File: config.mk
export PLATFORM = sky130hd
export DESIGN_NAME = branch_predictor
export DESIGN_NICKNAME = d
export VERILOG_FILES = /design/src/rtl/branch_predictor.sv
export SDC_FILE = /design/constraint.sdc
export NUM_CORES = 2
export LEC_CHECK = 0
export BUFFER_PORTS_ARGS = -buffer_cell sky130_fd_sc_hd__buf_2
export CAP_MARGIN = 20
export CORE_MARGIN = 4
export CORE_UTILIZATION = 40
export CTS_BUF_LIST = sky130_fd_sc_hd__clkbuf_4 sky130_fd_sc_hd__clkbuf_8 sky130_fd_sc_hd__clkbuf_16
export CTS_CLUSTER_SIZE = 8
export DETAILED_ROUTE_END_ITERATION = 7
export PLACE_DENSITY = 0.67
export SKIP_CTS_REPAIR_TIMING = 1
export SLEW_MARGIN = 30
export SYNTH_ARGS = -nofsm -noshare
export SYNTH_HDL_FRONTEND = slang
export SYNTH_SLANG_ARGS = --single-unit
File: constraint.sdc
create_clock -name clk -period 6.2 [get_ports clk]
set_input_delay 1.24 -clock clk [delete_from_list [all_inputs] [get_ports clk]]
set_output_delay 1.24 -clock clk [all_outputs]
set_load 0.05 [all_outputs]
File: src/rtl/branch_predictor.sv
// branch_predictor: direct-mapped BTB with 2-bit saturating direction counters.
// Optional BP_STATS_EN macro adds branch and mispredict statistics outputs.
`default_nettype none

module branch_predictor #(
    parameter int IDX_W = 4
) (
    input  logic        clk,
    input  logic        rst_n,
    input  logic [31:0] pc_if,
    output logic        branch_predict,
    output logic [31:0] predict_target,
    input  logic        ex_valid,
    input  logic        ex_is_branch,
    input  logic [31:0] ex_pc,
    input  logic        ex_taken,
    input  logic [31:0] ex_target,
    input  logic        ex_predicted,
    input  logic [31:0] ex_pred_target,
`ifdef BP_STATS_EN
    output logic [31:0] stat_branches,
    output logic [31:0] stat_mispredicts,
`endif
    output logic        predict_outcome
);

    localparam int ENTRIES = 1 << IDX_W;
    localparam int TAG_W   = 32 - IDX_W - 2;

    logic [ENTRIES-1:0] r_valid;
    logic [TAG_W-1:0]   r_tag    [ENTRIES];
    logic [31:0]        r_target [ENTRIES];
    logic [1:0]         r_ctr    [ENTRIES];

    logic [IDX_W-1:0]   w_if_idx;
    logic [TAG_W-1:0]   w_if_tag;
    logic               w_if_hit;
    logic [IDX_W-1:0]   w_ex_idx;
    logic [TAG_W-1:0]   w_ex_tag;
    logic               w_ex_hit;
    logic               w_upd;
    logic [1:0]         w_ctr_next;

    assign w_if_idx = pc_if[IDX_W+1:2];
    assign w_if_tag = pc_if[31:IDX_W+2];
    assign w_if_hit = r_valid[w_if_idx] && (r_tag[w_if_idx] == w_if_tag);

    assign branch_predict = w_if_hit && r_ctr[w_if_idx][1];
    assign predict_target = w_if_hit ? r_target[w_if_idx] : 32'h0;

    assign w_ex_idx = ex_pc[IDX_W+1:2];
    assign w_ex_tag = ex_pc[31:IDX_W+2];
    assign w_ex_hit = r_valid[w_ex_idx] && (r_tag[w_ex_idx] == w_ex_tag);
    assign w_upd    = ex_valid && ex_is_branch;

    assign predict_outcome = !(w_upd &&
                               ((ex_predicted != ex_taken) ||
                                (ex_taken && (ex_pred_target != ex_target))));

    always_comb begin
        w_ctr_next = r_ctr[w_ex_idx];
        if (ex_taken) begin
            if (r_ctr[w_ex_idx] != 2'b11)
                w_ctr_next = r_ctr[w_ex_idx] + 2'b01;
        end else begin
            if (r_ctr[w_ex_idx] != 2'b00)
                w_ctr_next = r_ctr[w_ex_idx] - 2'b01;
        end
    end

    // Not-taken misses are never allocated, so cold branches stay out of the table.
    always_ff @(posedge clk or negedge rst_n) begin
        if (!rst_n) begin
            r_valid <= '0;
            for (int i = 0; i < ENTRIES; i++) begin
                r_tag[i]    <= '0;
                r_target[i] <= 32'h0;
                r_ctr[i]    <= 2'b01;
            end
        end else if (w_upd) begin
            if (w_ex_hit) begin
                r_ctr[w_ex_idx] <= w_ctr_next;
                if (ex_taken)
                    r_target[w_ex_idx] <= ex_target;
            end else if (ex_taken) begin
                r_valid[w_ex_idx]  <= 1'b1;
                r_tag[w_ex_idx]    <= w_ex_tag;
                r_target[w_ex_idx] <= ex_target;
                r_ctr[w_ex_idx]    <= 2'b10;
            end
        end
    end

`ifdef BP_STATS_EN
    logic [31:0] r_stat_branches;
    logic [31:0] r_stat_mispredicts;

    always_ff @(posedge clk or negedge rst_n) begin
        if (!rst_n) begin
            r_stat_branches    <= 32'h0;
            r_stat_mispredicts <= 32'h0;
        end else begin
            if (w_upd)
                r_stat_branches <= r_stat_branches + 32'h1;
            if (!predict_outcome)
                r_stat_mispredicts <= r_stat_mispredicts + 32'h1;
        end
    end

    assign stat_branches    = r_stat_branches;
    assign stat_mispredicts = r_stat_mispredicts;
`endif

endmodule

`default_nettype wire

==> flow_summary.rst <==
.. list-table::
   :header-rows: 1

   * - Metric
     - Value
   * - Via count
     - 29.9k
   * - Share of async-settable or async-resettable flops after synthesis
     - 100%
   * - Worst-case headroom to the max-slew limit
     - 37.3%
   * - Crit start category
     - primary input
   * - Period utilisation layout
     - 97.1%
   * - Worst setup slack after placement
     - 0.182 ns
   * - Combined area of the multi-input logic cells
     - 23,300 µm²
   * - Design area
     - 55,900 µm²
   * - Sequential share of power
     - 45.0%
   * - Clk network pwr share
     - 40.2%
   * - Last weighted congestion value of the routability-driven placer
     - 0.798
   * - Cell Count Post-Placement
     - 4,907
   * - Number of CTS-inserted buffers
     - 139
   * - Final setup skew
     - 0.0175 ns
   * - Number of remaining DRC errors
     - 0
   * - Drt via density
     - 5.87
   * - Main area contributors after synthesis
     - dfrtp_1 (49%), mux2_2 (19%), mux4_2 (18%)
   * - Worst Setup End Kind
     - output pin
   * - Total track usage
     - 21.3%
   * - Non-filler cells, final
     - 5,096
   * - Area growth from synthesis to layout
     - 14.4%
   * - Synth top area share
     - 49.1%
   * - Max-cap violation count
     - 0
   * - Most used flip-flop cell after synthesis
     - dfrtp_1
   * - Net switching fraction of the power
     - 25.2%
   * - Nets
     - 3,559
   * - Data arrival time of the critical path
     - 4.78 ns
   * - Number of search-and-repair iterations in the first detailed-routing pass
     - 5
   * - Worst Path Required
     - 4.96 ns
   * - Combinational power share
     - 14.8%
   * - Via count of the first global-routing pass
     - 31.4k
   * - Final WL
     - 135 mm
   * - Maximum count of clock buffers along a single path
     - 3
   * - Worst-path fanout max
     - 33
   * - Die area
     - 128,000 µm²
   * - Unrepaired setup endpoints after global routing
     - false
   * - Average routed wire per standard cell
     - 26.6 µm
   * - Design internal power
     - 12.9 mW
   * - Final Total Pwr
     - 17.2 mW
   * - Wire length of the first global-routing pass
     - 204 mm
   * - PwrDens
     - 308 nW/µm²
   * - Largest area contributor in the netlist
     - dfrtp_1
   * - Outcome
     - completed
   * - Total count of max-transition violations in the final report
     - 0
   * - Synth unique cells
     - 58
   * - Clock root buffer
     - clkbuf_16
   * - Largest net degree at the start of global routing
     - 162
   * - Commonest non-fill, non-tap cells in the layout
     - dfrtp_1 (960), mux2_2 (842), mux4_2 (396)
   * - Final setup violating endpoints
     - 0
   * - Area of the mapped netlist
     - 48,900 µm²
   * - Clock insertion delay at the later pin of the skew report
     - 0.72 ns
   * - Die extent in x
     - 358 µm
   * - Mean Syn Cell Area
     - 14.7 µm²
   * - Sequential cell area fraction in the yosys report
     - 50.0%
   * - Share of cells above drive strength 1
     - 50.4%
   * - Most frequent standard cell in the layout excluding fill and tap cells
     - dfrtp_1
   * - Post-synth EDFFs
     - 0
   * - Clock tree from TritonCTS
     - yes
   * - Total overflow reported by the global router
     - 0
   * - Sequential standard cell area
     - 24,400 µm²
   * - Post-DP HPWL
     - 79.3 mm
   * - Placeable core area
     - 122,000 µm²
   * - Sw power
     - 4.33 mW
   * - Number of routed nets with antenna violations
     - 0
   * - Count of filler cells inserted in the layout
     - 10.5k
   * - Clk sinks
     - 976
   * - Final core utilization
     - 46.0%
   * - Worst hold-check path type
     - reg -> reg
   * - Slew @ Worst Pin
     - 0.939 ns
   * - Count of routing violations after the opening detailed-route iteration
     - 2,307
   * - Min cycle time layout
     - 6.02 ns
   * - Initial antenna violation count
     - 18
   * - Worst voltage drop across the vdd grid
     - 252 µV
   * - Htree depth
     - 4
   * - Final worst setup slack
     - 0.182 ns
   * - Static leakage
     - 25.4 nW
   * - Gate count of the mapped netlist
     - 3,318
   * - Cell row count
     - 128
   * - Post-synthesis net count
     - 3,452
   * - Number of port buffers
     - 163
   * - Effective utilization at floorplan
     - 40.2%
   * - Top-level port count
     - 168
   * - Area post-placement
     - 51,900 µm²
   * - Yosys reg bits
     - 976
   * - Die Ht
     - 358 µm
   * - Critical path class
     - in -> out
   * - Hold Vio Cnt, Final
     - 0
   * - Synth warn
     - 0
   * - Fmax
     - 0.166 GHz
   * - Clk slew on worst S/H paths
     - 0.05 ns
stage by stage:
| step | TNS, ns | hold slack (ns) |
|---|---|---|
| after CTS | 0 | 0.470 |
| after detailed placement | 0 | 0.458 |
| after global routing | 0 | 0.492 |
| final | 0 | 0.467 |
| after floorplan | -0.709 | 0.441 |
| after global placement | 0 | 0.453 |
path summary, 6_finish.rpt:
| path | start | cells after the start | slack [ns] | to |
|---|---|---|---|---|
| setup / recovery | pc_if[2] | 14 | 0.18 | predict_target[29] |
| hold / removal | r_target[367]$_DFFE_PN0P_ | 2 | 0.47 | r_target[367]$_DFFE_PN0P_ |
| setup reg to reg | r_tag[122]$_DFFE_PN0P_ | 7 | 2.44 | r_ctr[5]$_DFFE_PN0P_ |
| hold reg to reg | r_target[367]$_DFFE_PN0P_ | 2 | 0.47 | r_target[367]$_DFFE_PN0P_ |
| max in group asynchronous | rst_n | 3 | 4.14 | r_tag[6]$_DFFE_PN0P_ |
| min in group asynchronous | rst_n | 1 | 0.57 | r_target[147]$_DFFE_PN0P_ |
critical path, cell delays in order:
cell and delay (ns):
buf_8 0.10, buf_12 0.23, buf_4 0.24, mux4_2 0.52
mux2i_1 0.18, a21oi_1 0.21, xnor2_1 0.33, nand4_1 0.30
nor4_1 0.32, buf_4 0.17, nand4_1 0.17, buf_12 0.24
nor2b_1 0.16, buf_2 0.28
routing by layer:
layer | vias to the layer above | track usage (%) | part of all wire (%)
met3 | 235 | 4.74 | 6.5
met1 | 16174 | 29.2 | 43
met5 | - | 0 | 0.030
li1 | 12568 | - | -
met2 | 953 | 33.8 | 48
met4 | 6 | 7.25 | 2.9
Yosys cell counts (all sizes together), types with 2 or more instances:
master and n:
nor4 10, a22oi 12, clkbuf 190, o41ai 2
or2 3, xor2 47, o21ai 27, o32a 14
o2111a 2, nor3 9, o22a 2, o22ai 14
a31oi 2, o211ai 15, mux2i 68, and3 5
dfrtp 960, and2 5, nand3 17, or3 7
maj3 2, dfstp 16, a21oi 10, and4 2
mux2 842, or4 2, buf 112, nor2b 36
nand2 329, a211oi 2, xnor2 52, nand2b 21
a221oi 4, mux4 396, nor2 49, inv 7
o2111ai 2, nand4 13
power groups by stage:
| stage | clock network (mW) | registers [mW] | logic (mW) |
|---|---|---|---|
| 4_1_cts | 7.05 | 7.73 | 2.56 |
| 2_1_floorplan | 0 | 7.64 | 1.89 |
| 3_5_place_dp | 0 | 7.82 | 2.54 |
| 3_3_place_gp | 0 | 7.79 | 2.49 |
| 5_1_grt | 7.31 | 7.83 | 2.75 |
| 6_report | 6.91 | 7.75 | 2.54 |
cells by family after synthesis:
logic type | count (synthesis) | synth area share, %
mux | 1306 | 39.0
flops | 976 | 50.0
simple gates | 510 | 4.74
buf+inv | 309 | 2.76
compound gates | 116 | 1.69
xor+xnor | 99 | 1.77
fa+ha+maj | 2 | 0.0409
state kept, by name (all words and copies together), names as in the netlist:
signal,cells
r_tag,416
r_target,512
r_ctr,32
r_valid,16
area by class of cell:
cell class                 count  share of cell area [%]
antenna                       12                  0.0537
inverter                       7                  0.0470
clock inverter                12                   0.322
tap                         1625                    3.64
clock buffer                 163                    6.60
timing repair buffer         268                    4.00
multi-input combinational   2033                    41.6
sequential                   976                    43.7
(Power assumes the default switching activity.)
